$ cat src/rtl/arith_pkg.sv
// Shared arithmetic package: FSM state encoding and default datapath width
// used by the bit-serial arithmetic blocks.
package arith_pkg;

  // Control states of the bit-serial arithmetic units.
  typedef enum logic [1:0] {
    IDLE  = 2'd0,
    SHIFT = 2'd1,
    DONE  = 2'd2
  } state_e;

  // Default operand/result width for serial datapath blocks.
  localparam int DEFAULT_WIDTH = 8;

endpackage : arith_pkg

$ cat src/rtl/full_subtractor.sv
// 1-bit full-subtractor cell: d = a - b - bin, with borrow out.
// Purely combinational; meant to be reused by other serial ALU blocks.
module full_subtractor (
  input  logic a,
  input  logic b,
  input  logic bin,
  output logic d,
  output logic bout
);

  // Difference bit and borrow out of a single bit position.
  always_comb begin
    d    = a ^ b ^ bin;
    bout = (~a & b) | (~a & bin) | (b & bin);
  end

endmodule : full_subtractor

$ cat src/rtl/serial_subtractor.sv
// Bit-serial two's-complement subtractor: diff = a - b, one bit per clock,
// LSB first. Operands enter on a valid/ready handshake in IDLE, the result
// leaves on a valid/ready handshake in DONE. Input and output phases never
// overlap, so one operation takes at least WIDTH+2 clocks.
module serial_subtractor
  import arith_pkg::*;
#(
  parameter int WIDTH = DEFAULT_WIDTH
) (
  input  logic             clk,
  input  logic             rst_n,
  input  logic             in_valid,
  output logic             in_ready,
  input  logic [WIDTH-1:0] a,
  input  logic [WIDTH-1:0] b,
  output logic             out_valid,
  input  logic             out_ready,
  output logic [WIDTH-1:0] diff,
  output logic             borrow_out,
  output logic             overflow
);

  localparam int CNT_W = $clog2(WIDTH);

  state_e             state_r;
  state_e             state_next_s;
  logic [CNT_W-1:0]   cnt_r;
  logic               last_bit_s;
  logic [WIDTH-1:0]   a_sh_r;
  logic [WIDTH-1:0]   b_sh_r;
  logic [WIDTH-1:0]   diff_r;
  logic               borrow_r;
  logic               overflow_r;
  logic               a_msb_r;
  logic               b_msb_r;
  logic               d_s;
  logic               bout_s;

  // The single arithmetic cell, fed from the operand LSBs and the borrow flop.
  full_subtractor u_fs (
    .a    (a_sh_r[0]),
    .b    (b_sh_r[0]),
    .bin  (borrow_r),
    .d    (d_s),
    .bout (bout_s)
  );

  assign last_bit_s = (cnt_r == CNT_W'(WIDTH - 1));

  // FSM state register.
  always_ff @(posedge clk or negedge rst_n) begin
    if (!rst_n) begin
      state_r <= IDLE;
    end else begin
      state_r <= state_next_s;
    end
  end

  // Next-state decode: accept in IDLE, shift WIDTH bits, hold DONE until taken.
  always_comb begin
    state_next_s = state_r;
    case (state_r)
      IDLE: begin
        if (in_valid) begin
          state_next_s = SHIFT;
        end else begin
          state_next_s = IDLE;
        end
      end
      SHIFT: begin
        if (last_bit_s) begin
          state_next_s = DONE;
        end else begin
          state_next_s = SHIFT;
        end
      end
      DONE: begin
        if (out_ready) begin
          state_next_s = IDLE;
        end else begin
          state_next_s = DONE;
        end
      end
      default: begin
        state_next_s = IDLE;
      end
    endcase
  end

  // Datapath: operand load, bit-serial shift, and result/flag capture.
  always_ff @(posedge clk or negedge rst_n) begin
    if (!rst_n) begin
      cnt_r      <= {CNT_W{1'b0}};
      a_sh_r     <= {WIDTH{1'b0}};
      b_sh_r     <= {WIDTH{1'b0}};
      diff_r     <= {WIDTH{1'b0}};
      borrow_r   <= 1'b0;
      overflow_r <= 1'b0;
      a_msb_r    <= 1'b0;
      b_msb_r    <= 1'b0;
    end else begin
      case (state_r)
        IDLE: begin
          if (in_valid) begin
            a_sh_r   <= a;
            b_sh_r   <= b;
            borrow_r <= 1'b0;
            cnt_r    <= {CNT_W{1'b0}};
            a_msb_r  <= a[WIDTH-1];
            b_msb_r  <= b[WIDTH-1];
          end
        end
        SHIFT: begin
          diff_r   <= {d_s, diff_r[WIDTH-1:1]};
          a_sh_r   <= {1'b0, a_sh_r[WIDTH-1:1]};
          b_sh_r   <= {1'b0, b_sh_r[WIDTH-1:1]};
          borrow_r <= bout_s;
          cnt_r    <= cnt_r + CNT_W'(1);
          // d_s on the last bit is the result sign bit.
          if (last_bit_s) begin
            overflow_r <= (a_msb_r != b_msb_r) && (d_s != a_msb_r);
          end
        end
        DONE: begin
          // Result held until the consumer takes it.
        end
        default: begin
          // Unreachable encoding; hold.
        end
      endcase
    end
  end

  assign in_ready   = (state_r == IDLE);
  assign out_valid  = (state_r == DONE);
  assign diff       = diff_r;
  assign borrow_out = borrow_r;
  assign overflow   = overflow_r;

endmodule : serial_subtractor

$ cat config.mk
export PLATFORM = sky130hd
export DESIGN_NAME = serial_subtractor
export DESIGN_NICKNAME = d
export VERILOG_FILES = /design/src/rtl/arith_pkg.sv /design/src/rtl/full_subtractor.sv /design/src/rtl/serial_subtractor.sv
export SDC_FILE = /design/constraint.sdc
export NUM_CORES = 1
export LEC_CHECK = 0
export BUFFER_PORTS_ARGS = -buffer_cell sky130_fd_sc_hd__buf_2
export CORE_UTILIZATION = 47
export DETAILED_ROUTE_END_ITERATION = 10
export GPL_ROUTABILITY_DRIVEN = 1
export PLACE_DENSITY_LB_ADDON = 0.08
export SYNTH_ARGS = -nofsm -noshare
export SYNTH_HDL_FRONTEND = slang
export SYNTH_SLANG_ARGS = --single-unit
$ cat constraint.sdc
create_clock -name clk -period 1.35 [get_ports clk]
set_input_delay 0.27 -clock clk [delete_from_list [all_inputs] [get_ports clk]]
set_output_delay 0.27 -clock clk [all_outputs]
set_load 0.05 [all_outputs]
# == Word level (Yosys, flattened, before mapping) ==
# Index checks and enable logic that the tools add are counted.
# word_totals
reg_bits,33
out_inout_bits,12
in_bits,20
# classes
bitwise,8
reduce_logical,6
addsub,1
muxes,12
n_eq_ne,6
# ops
cell,count
case mux 8 bit (2 select lines),2
two-way mux 8 bit,2
case mux 2 bit (3 select lines),1
case mux 3 bit (2 select lines),1
AND reduction 2 bit,3
two-way mux 2 bit,2
adder 3 x 1 -> 3 bit (second input constant),1
AND 1 bit,3
== test 3 bit (second input constant),1
two-way mux 3 bit,1
== test 2 x 1 -> 1 bit (second input constant),1
== test 2 bit (second input constant),1
zero test 2 bit,1
two-way mux 1 bit,2
!= test 1 bit,2
!= test 2 bit (second input constant),1
bitwise OR 1 bit,2
case mux 1 bit (2 select lines),1
nonzero test 2 bit,1
bitwise XOR 1 bit,2
logical AND 1 bit,1
inverter 1 bit,1

# == Depth between registers and ports, before layout ==
# Gate-level depths: netlist of run 1.
# logic_depth
ltp_word,5
depth_mapped,5
depth_no_buf,5

# == Hierarchy ==
# Synthesis of run 1 repeated with hierarchy kept, for this count alone.
# hier_totals
hier_cells,145
hier_area_um2,1516.5
# modules_own_cells
mod,seq_area_each_um2,cells_each,n_inst,area_each_um2
serial_subtractor,825.8,142,1,1488.9
full_subtractor,0.0,3,1,27.5

# == Worst setup path before layout of run 1 ==
# No wires, ideal clock.
# synth_timing
path_type,reg2reg
startpoint,register borrow_r (netlist: borrow_out)
endpoint,register overflow_r (netlist: overflow)
synth_period_minus_slack_ns,1.734
required_ns,1.221
setup_slack_ns,-0.384
setup_time_ns,0.129
arrival_ns,1.606
path_buffers,0
path_stages_with_launch,6
path_cell_list,dfrtp_1 -> inv_1 -> fa_1 -> and3b_1 -> a21oi_1 -> a31oi_1
# synth_via
elab_chain_len,3
# synth_rtl
element,line,rtl
from (decl),serial_subtractor.sv:32,logic borrow_r;
from (signal assigned),serial_subtractor.sv:117,borrow_r <= bout_s;
bitwise XOR 1 bit,full_subtractor.sv:13,d = a ^ b ^ bin;
net d_s,serial_subtractor.sv:36,logic d_s;
!= test 1 bit,serial_subtractor.sv:121,overflow_r <= (a_msb_r != b_msb_r) && (d_s != a_msb_r);
logical AND 1 bit,serial_subtractor.sv:121,
to (signal assigned),serial_subtractor.sv:121,
to (decl),serial_subtractor.sv:33,logic overflow_r;
# The timed path passes the listed nets, and every way through them passes these cells.
# A chain may end at the register's enable or synchronous reset.

# == Final worst setup path of run 1 ==
# layout_timing
startpoint,register state_r[0]
endpoint,output out_valid
# layout_via
elab_chain_len,1
# layout_rtl
element,line,rtl
from (decl),serial_subtractor.sv:25,state_e state_r;
from (signal assigned),serial_subtractor.sv:55,state_r <= state_next_s;
== test 2 bit,serial_subtractor.sv:135,assign out_valid = (state_r == DONE);
to (decl),serial_subtractor.sv:16,"output logic out_valid,"
# No other way between the ends.

==> out/qor.tcl, run 1 <==
set qor(hold_path_class) {in -> reg}
set qor(syn-instance-count) 147
set qor(instances_no_fill) 226
set qor(yosysUniqueCellTypes) 22
set qor(dp_cells) 211
set qor(drt_drc_violations_left) 0
set qor(finClkSkew_ns) 0.01101
set qor(gp_routability_congestion) 0.7313
set qor(io_port_bufs) 31
set qor(via_per_inst) 5.358
set qor(synth_async_sr_flop_share_pct) 100.0
set qor(syn_area_per_cell_sq_um) 9.882
set qor(rsz0062_at_grt) {true}
set qor(finalWirelength_um) 3071
set qor(synth_warnings) 0
set qor(crit_path_cell_trace) {buf_12 -> nor2b_4 -> buf_6}
set qor(core_sq_um) 2853
set qor(row_count) 19
set qor(final.fill_count) 237
set qor(clkLatencyLatePin_ns) 0.33
set qor(endpoint_kind) {primary output}
set qor(detailedPlace.worstSlack_ns) -0.06468
set qor(ctsLongestPathBuffers) 2
set qor(vias) 1211
set qor(cell_family_with_the_largest_share_of_critical_path_delay) {flip-flops}
set qor(clock-root-buffer) {sky130_fd_sc_hd__clkbuf_4}
set qor(drive_above_1_share_pct) 33.85
set qor(fin_setup_tns_ns) -0.2957
set qor(antenna_found_initial) 0
set qor(postSynthRegisterBits) 33
set qor(whs_ns) 0.1829
set qor(critical_path_peak_fanout) 3
set qor(firstDrtPassIters) 4
set qor(clock_tree_from_tritoncts) {built}
set qor(maxSlewHeadroom_pct) 71.65
set qor(period_minus_slack_ns) 1.464
set qor(report.final.setup_viol) 3
set qor(maxSlewViolCount) 0
set qor(detail_route.wl_per_cell_um) 13.59
set qor(grt.total_usage_pct) 21.57
set qor(sequential_cell_area_fraction_in_the_yosys_report_pct) 56.85
set qor(grt_start_max_net_pins) 19
set qor(initial_core_util_pct) 50.92
set qor(total_placed_instance_area_sq_um) 1727
set qor(max_cap_viols) 0
set qor(dieArea_sq_um) 3317
set qor(clk_pin_slew_ns) 0.10
set qor(static-leakage-power_nw) 0.9420
set qor(stdcell_area_sq_um) 1918
set qor(period_share_pct) 108.4
set qor(timing.fmax_ghz) 0.6832
set qor(syn-num-nets) 170
set qor(tritoncts_num_sinks) 33
set qor(final_nets) 218
set qor(antenna-diode-count) 0
set qor(worst-setup-path-type) {reg -> out}
set qor(io_pins) 32
set qor(timing.critical_path.slowest_stage_cell) {sky130_fd_sc_hd__dfrtp_2}
set qor(ir_drop_uv) 1113
set qor(grt_first_pass_wirelength_um) 5230
set qor(synth-edff-count) 0
set qor(timing_hold_violations_final) 0
set qor(cp_data_arrival_time_ns) 1.19
set qor(critical_path_required_ns) 1.08
set qor(ctsHtreeMaxLevel) 2
set qor(tightestPinTransition_ns) 0.4252
set qor(postSynth.topFlopCell) {sky130_fd_sc_hd__dfrtp_1}
set qor(grt_overflow_total) 0
set qor(dieHeight_um) 57.60
set qor(cpPeakStageDelay_ns) 0.46
set qor(clock_buffers_created_by_tritoncts) 5
set qor(synthesis.area_sq_um) 1453
set qor(dpl.hpwl_um) 2068
set qor(floorplan.die.width_um) 57.60
set qor(crit_buf_inv) 2
set qor(detail_route.iter0.violations) 47
set qor(first_global_vias) 1156
set qor(violations) {setup timing}
set qor(crit_start_category) {register}
set qor(postRouteAntennaNets) 0
set qor(layout_setup_ws_ns) -0.1137
set qor(area_growth_pct) 32.04
set qor(run_status) {complete, but fails checks}
set qor(power_per_cell_area_nw_per_um2) 2365
-- cell usage in the layout (no fill, tap or decap) --
cell type / synthesis / routed
sky130_fd_sc_hd__buf_6: 0 / 5
sky130_fd_sc_hd__ha_1: 2 / 2
sky130_fd_sc_hd__and2b_1: 1 / 1
sky130_fd_sc_hd__o21ai_0: 1 / 1
sky130_fd_sc_hd__dlygate4sd3_1: 0 / 1
sky130_fd_sc_hd__nand2_1: 42 / 42
sky130_fd_sc_hd__o21bai_4: 0 / 1
sky130_fd_sc_hd__clkbuf_1: 1 / 1
sky130_fd_sc_hd__buf_8: 0 / 1
sky130_fd_sc_hd__a22o_1: 2 / 2
sky130_fd_sc_hd__and3b_1: 2 / 2
sky130_fd_sc_hd__a22oi_1: 13 / 13
sky130_fd_sc_hd__nor2b_2: 1 / 1
sky130_fd_sc_hd__o21ai_1: 18 / 18
sky130_fd_sc_hd__nor2b_4: 0 / 3
sky130_fd_sc_hd__clkinv_2: 0 / 1
sky130_fd_sc_hd__dfrtp_2: 0 / 3
sky130_fd_sc_hd__inv_1: 3 / 2
sky130_fd_sc_hd__clkbuf_4: 0 / 5
sky130_fd_sc_hd__mux2_1: 2 / 2
sky130_fd_sc_hd__nor2_1: 3 / 2
sky130_fd_sc_hd__dfrtp_1: 33 / 30
sky130_fd_sc_hd__a31oi_1: 1 / 1
sky130_fd_sc_hd__buf_12: 0 / 4
sky130_fd_sc_hd__inv_2: 0 / 1
sky130_fd_sc_hd__a21oi_1: 6 / 5
sky130_fd_sc_hd__nor2_4: 0 / 1
sky130_fd_sc_hd__buf_2: 5 / 28
sky130_fd_sc_hd__nand2b_1: 2 / 1
sky130_fd_sc_hd__a21oi_2: 0 / 1
sky130_fd_sc_hd__fa_1: 1 / 1
sky130_fd_sc_hd__nand2b_2: 0 / 1
sky130_fd_sc_hd__buf_4: 2 / 10
sky130_fd_sc_hd__nor2b_1: 5 / 2
-- worst paths after layout --
kind / startpoint / to / slack, ns / cells past startpoint
worst min register to register: diff[0] / diff[0] / 0.48 / 2
worst max-delay path: state_r[0] / out_valid / -0.11 / 3
worst max register to register: borrow_out / overflow / -0.08 / 5
min in group asynchronous: rst_n / diff[5] / 0.39 / 2
max in group asynchronous: rst_n / a_sh_r[5] / 0.51 / 3
worst min-delay path: a[7] / a_msb_r / 0.18 / 2
-- area by class of cell --
type / count / area [sq um] / share of cell area (%)
Multi-Input combinational cell: 103 / 615.6 / 32.09
Clock buffer: 6 / 41.29 / 2.153
Inverter: 3 / 11.26 / 0.5871
Tap cell: 31 / 38.79 / 2.022
Clock inverter: 1 / 5.005 / 0.2609
Timing Repair Buffer: 49 / 376.6 / 19.63
Sequential cell: 33 / 829.5 / 43.25
-- kinds of logic (layout without fill, tap and decap cells) --
logic type | Yosys count | in the layout | share of synthesized area, %
simple gates | 56 | 56 | 16.97
buf+inv | 11 | 59 | 3.789
compound gates | 42 | 42 | 17.74
flops | 33 | 33 | 56.85
mux | 2 | 2 | 1.550
fa+ha+maj | 3 | 3 | 3.101
-- Yosys cell counts (2+ instances only) --
cell type | number | area [sq um]
sky130_fd_sc_hd__o21ai_1 | 18 | 90.09
sky130_fd_sc_hd__a22o_1 | 2 | 17.52
sky130_fd_sc_hd__inv_1 | 3 | 11.26
sky130_fd_sc_hd__and3b_1 | 2 | 17.52
sky130_fd_sc_hd__mux2_1 | 2 | 22.52
sky130_fd_sc_hd__dfrtp_1 | 33 | 825.8
sky130_fd_sc_hd__buf_4 | 2 | 15.01
sky130_fd_sc_hd__ha_1 | 2 | 25.02
sky130_fd_sc_hd__nor2_1 | 3 | 11.26
sky130_fd_sc_hd__buf_2 | 5 | 25.02
sky130_fd_sc_hd__a22oi_1 | 13 | 97.59
sky130_fd_sc_hd__nand2b_1 | 2 | 12.51
sky130_fd_sc_hd__nor2b_1 | 5 | 31.28
sky130_fd_sc_hd__a21oi_1 | 6 | 30.03
sky130_fd_sc_hd__nand2_1 | 42 | 157.7
-- registers in the layout, indices dropped and copies added, names as in the netlist --
signal / cells
a_msb_r: 1
b_msb_r: 1
cnt_r: 3
b_sh_r: 8
state_r: 2
a_sh_r: 8
overflow: 1
diff: 8
borrow_out: 1
-- power breakdown --
| group | switching (mW) | leakage [nW] | internal, mW |
|---|---|---|---|
| Sequential | 0.267 | 0.416 | 1.41 |
| Clock | 0.309 | 0.0281 | 0.192 |
| Combinational | 1.39 | 0.498 | 0.969 |
-- what timing repair did --
action	4_1_cts	5_1_grt
endpoints found under the setup margin	22	26
setup buffers	5	2
hold buffers	1	0
pin swaps	1	1
endpoints found under the hold margin	16	0
resized for setup	12	8
-- stage by stage --
stage          total power, mW  util [%]
6_report                 4.537     67.24
5_1_grt                  4.908     67.24
4_1_cts                  4.432     65.09
3_5_place_dp             3.753     60.53
3_3_place_gp             3.687     60.53
2_1_floorplan            3.158         -
-- layer usage --
metal  GRT usage (%)  vias up  routed length, um
met5               0        -                  0
met4           8.711        0                  0
met3           7.029        0                130
met2           33.72       28               1555
met1           27.82      589               1385
li1                -      594                  -
Note: power is estimated with default switching activity, not from simulation.
==> run 2, diff against run 1 <==
--- a/config.mk
+++ b/config.mk
@@ -9,7 +9,7 @@
 export CORE_UTILIZATION = 47
 export DETAILED_ROUTE_END_ITERATION = 10
 export GPL_ROUTABILITY_DRIVEN = 1
-export PLACE_DENSITY_LB_ADDON = 0.08
+export PLACE_DENSITY = 0.8
 export SYNTH_ARGS = -nofsm -noshare
 export SYNTH_HDL_FRONTEND = slang
 export SYNTH_SLANG_ARGS = --single-unit
==> constraint.sdc (replaced) <==
create_clock -name clk -period 1.35 [get_ports clk]
set_input_delay 0.27 -clock clk [delete_from_list [all_inputs] [get_ports clk]]
set_output_delay 0.27 -clock clk [all_outputs]
set_load 0.02 [all_outputs]
==> run 2 against run 1 <==
Against the previous run: the run ends with DRC, setup timing left; count of clock-buffer cells in the layout increased by 1; clock skew increased by 0.0040 ns; via count increased by 5.0%; largest cell class unchanged; wire length increased by 13%; sequential power about the same; final cell count increased by 2.2%; fmax increased by 0.56%; final area increased by 3.9%; non-clock buffer count increased by 3.
==> out/qor.tcl, run 2 (same netlist as run 1, synthesis figures left out) <==
set qor(intPower_mw) 2.873
set qor(gp_routability_congestion) 0.7798
set qor(critical_path_peak_fanout) 3
set qor(detailedPlace.worstSlack_ns) -0.09542
set qor(ir_drop_uv) 1195
set qor(max_cap_viols) 0
set qor(fin_setup_tns_ns) -0.2851
set qor(final.fill_count) 222
set qor(power_per_cell_area_nw_per_um2) 2299
set qor(firstDrtPassIters) 11
set qor(timing_hold_violations_final) 0
set qor(finClkSkew_ns) 0.01502
set qor(grt_overflow_total) 0
set qor(clock_tree_from_tritoncts) {built}
set qor(switchingPower_mw) 1.711
set qor(maxSlewViolCount) 0
set qor(io_port_bufs) 31
set qor(endpoint_kind) {register}
set qor(finalWirelength_um) 3485
set qor(p_comb_share_pct) 46.6
set qor(floorplan.die.width_um) 57.60
set qor(row_count) 19
set qor(detail_route.wl_per_cell_um) 15.09
set qor(clk_pin_slew_ns) 0.10
set qor(first_global_vias) 1165
set qor(tightestPinTransition_ns) 0.4533
set qor(timing.fmax_ghz) 0.6870
set qor(total_placed_instance_area_sq_um) 1669
set qor(static-leakage-power_nw) 0.9869
set qor(tritoncts_num_sinks) 33
set qor(grt_first_pass_wirelength_um) 5250
set qor(period_share_pct) 107.8
set qor(clkLatencyLatePin_ns) 0.34
set qor(dieHeight_um) 57.60
set qor(grt.total_usage_pct) 21.49
set qor(ctsHtreeMaxLevel) 2
set qor(run_status) {complete, but fails checks}
set qor(drt_drc_violations_left) 2
set qor(mostFrequentLayoutCells) {sky130_fd_sc_hd__nand2_1 (42), sky130_fd_sc_hd__dfrtp_1 (30), sky130_fd_sc_hd__buf_2 (28)}
set qor(critical_path_required_ns) 1.54
set qor(postRouteAntennaNets) 0
set qor(final_nets) 222
set qor(report.final.setup_viol) 5
set qor(vias) 1272
set qor(stdcell_area_sq_um) 1993
set qor(rsz0062_at_grt) {true}
set qor(period_minus_slack_ns) 1.456
set qor(layout_commonest_cell) {sky130_fd_sc_hd__nand2_1}
set qor(violations) {DRC, setup timing}
set qor(cp_data_arrival_time_ns) 1.65
set qor(power.share.switching_pct) 37.32
set qor(layout_setup_ws_ns) -0.1055
set qor(core_sq_um) 2853
set qor(antenna_found_initial) 0
set qor(io_pins) 32
set qor(hold_path_class) {in -> reg}
set qor(power.clock.fraction_pct) 16.8
set qor(dpl.hpwl_um) 2049
set qor(antenna-diode-count) 0
set qor(via_per_inst) 5.506
set qor(ctsLongestPathBuffers) 2
set qor(area_growth_pct) 37.21
set qor(dieArea_sq_um) 3317
set qor(detail_route.iter0.violations) 70
set qor(clock-root-buffer) {sky130_fd_sc_hd__clkbuf_4}
set qor(maxSlewHeadroom_pct) 69.64
set qor(grt_start_max_net_pins) 19
set qor(drive_above_1_share_pct) 36.50
set qor(crit_start_category) {register}
set qor(clock_buffers_created_by_tritoncts) 5
set qor(power.share.sequential_pct) 36.6
set qor(worst-setup-path-type) {reg -> reg}
set qor(initial_core_util_pct) 50.92
==> run 2: cell type report <==
class / instances / area, sq um / share of cell area [%]
repair buffers: 52 / 397.9 / 19.96
clock buffers: 7 / 55.05 / 2.762
inverters: 3 / 11.26 / 0.5650
well taps: 31 / 38.79 / 1.946
clock inverters: 1 / 30.03 / 1.507
flip-flops and latches: 33 / 829.5 / 41.62
multi-input cells: 104 / 630.6 / 31.64
==> run 2: power groups by stage <==
stage | Sequential [mW] | Combinational (mW) | Clock [mW]
floorplan | 1.80 | 1.01 | 0
CTS | 1.67 | 1.77 | 0.786
global placement | 1.66 | 1.53 | 0
finish | 1.68 | 2.13 | 0.769
global route | 1.73 | 2.35 | 0.819
detailed placement | 1.69 | 1.59 | 0
==> run 2: metal layers <==
metal	GRT usage [%]	vias up	wire length, um
li1	-	604	-
met3	6.803	8	179
met5	0	-	0
met4	6.272	0	55
met1	25.90	612	1417
met2	36.88	48	1833
==> run 2: metrics by stage <==
stage	total power [mW]	util (%)	cells	hold slack, ns
after global placement	3.184	58.51	208	0.2007
final	4.583	69.87	231	0.1835
after floorplan	2.803	-	147	-0.02559
after detailed placement	3.272	58.51	208	0.2075
after CTS	4.228	65.26	224	0.1745
after global routing	4.899	69.87	231	0.1866
==> run 2: worst paths after layout <==
| kind | slack [ns] | depth (start not counted) | from | to |
|---|---|---|---|---|
| setup / recovery | -0.11 | 5 | b_sh_r[0] | overflow |
| hold / removal | 0.18 | 2 | b[7] | b_msb_r |
| setup reg to reg | -0.11 | 5 | b_sh_r[0] | overflow |
| hold reg to reg | 0.49 | 2 | diff[0] | diff[0] |
| max in group asynchronous | 0.53 | 3 | rst_n | borrow_out |
| min in group asynchronous | 0.38 | 2 | rst_n | b_msb_r |
==> run 2: repair_timing <==
item,CTS,global route
buffers inserted,7,5
gates cloned,0,2
pin swaps,2,3
endpoints found under the setup margin,18,32
endpoints found under the hold margin,15,0
resized for setup,13,17
hold buffers,1,0
==> run 2: critical path, stage by stage, from the launching register on <==
cell	delay (ns)
sky130_fd_sc_hd__dfrtp_1	0.38
sky130_fd_sc_hd__inv_2	0.05
sky130_fd_sc_hd__fa_1	0.51
sky130_fd_sc_hd__and3b_1	0.18
sky130_fd_sc_hd__a21oi_1	0.11
sky130_fd_sc_hd__a31oi_1	0.10
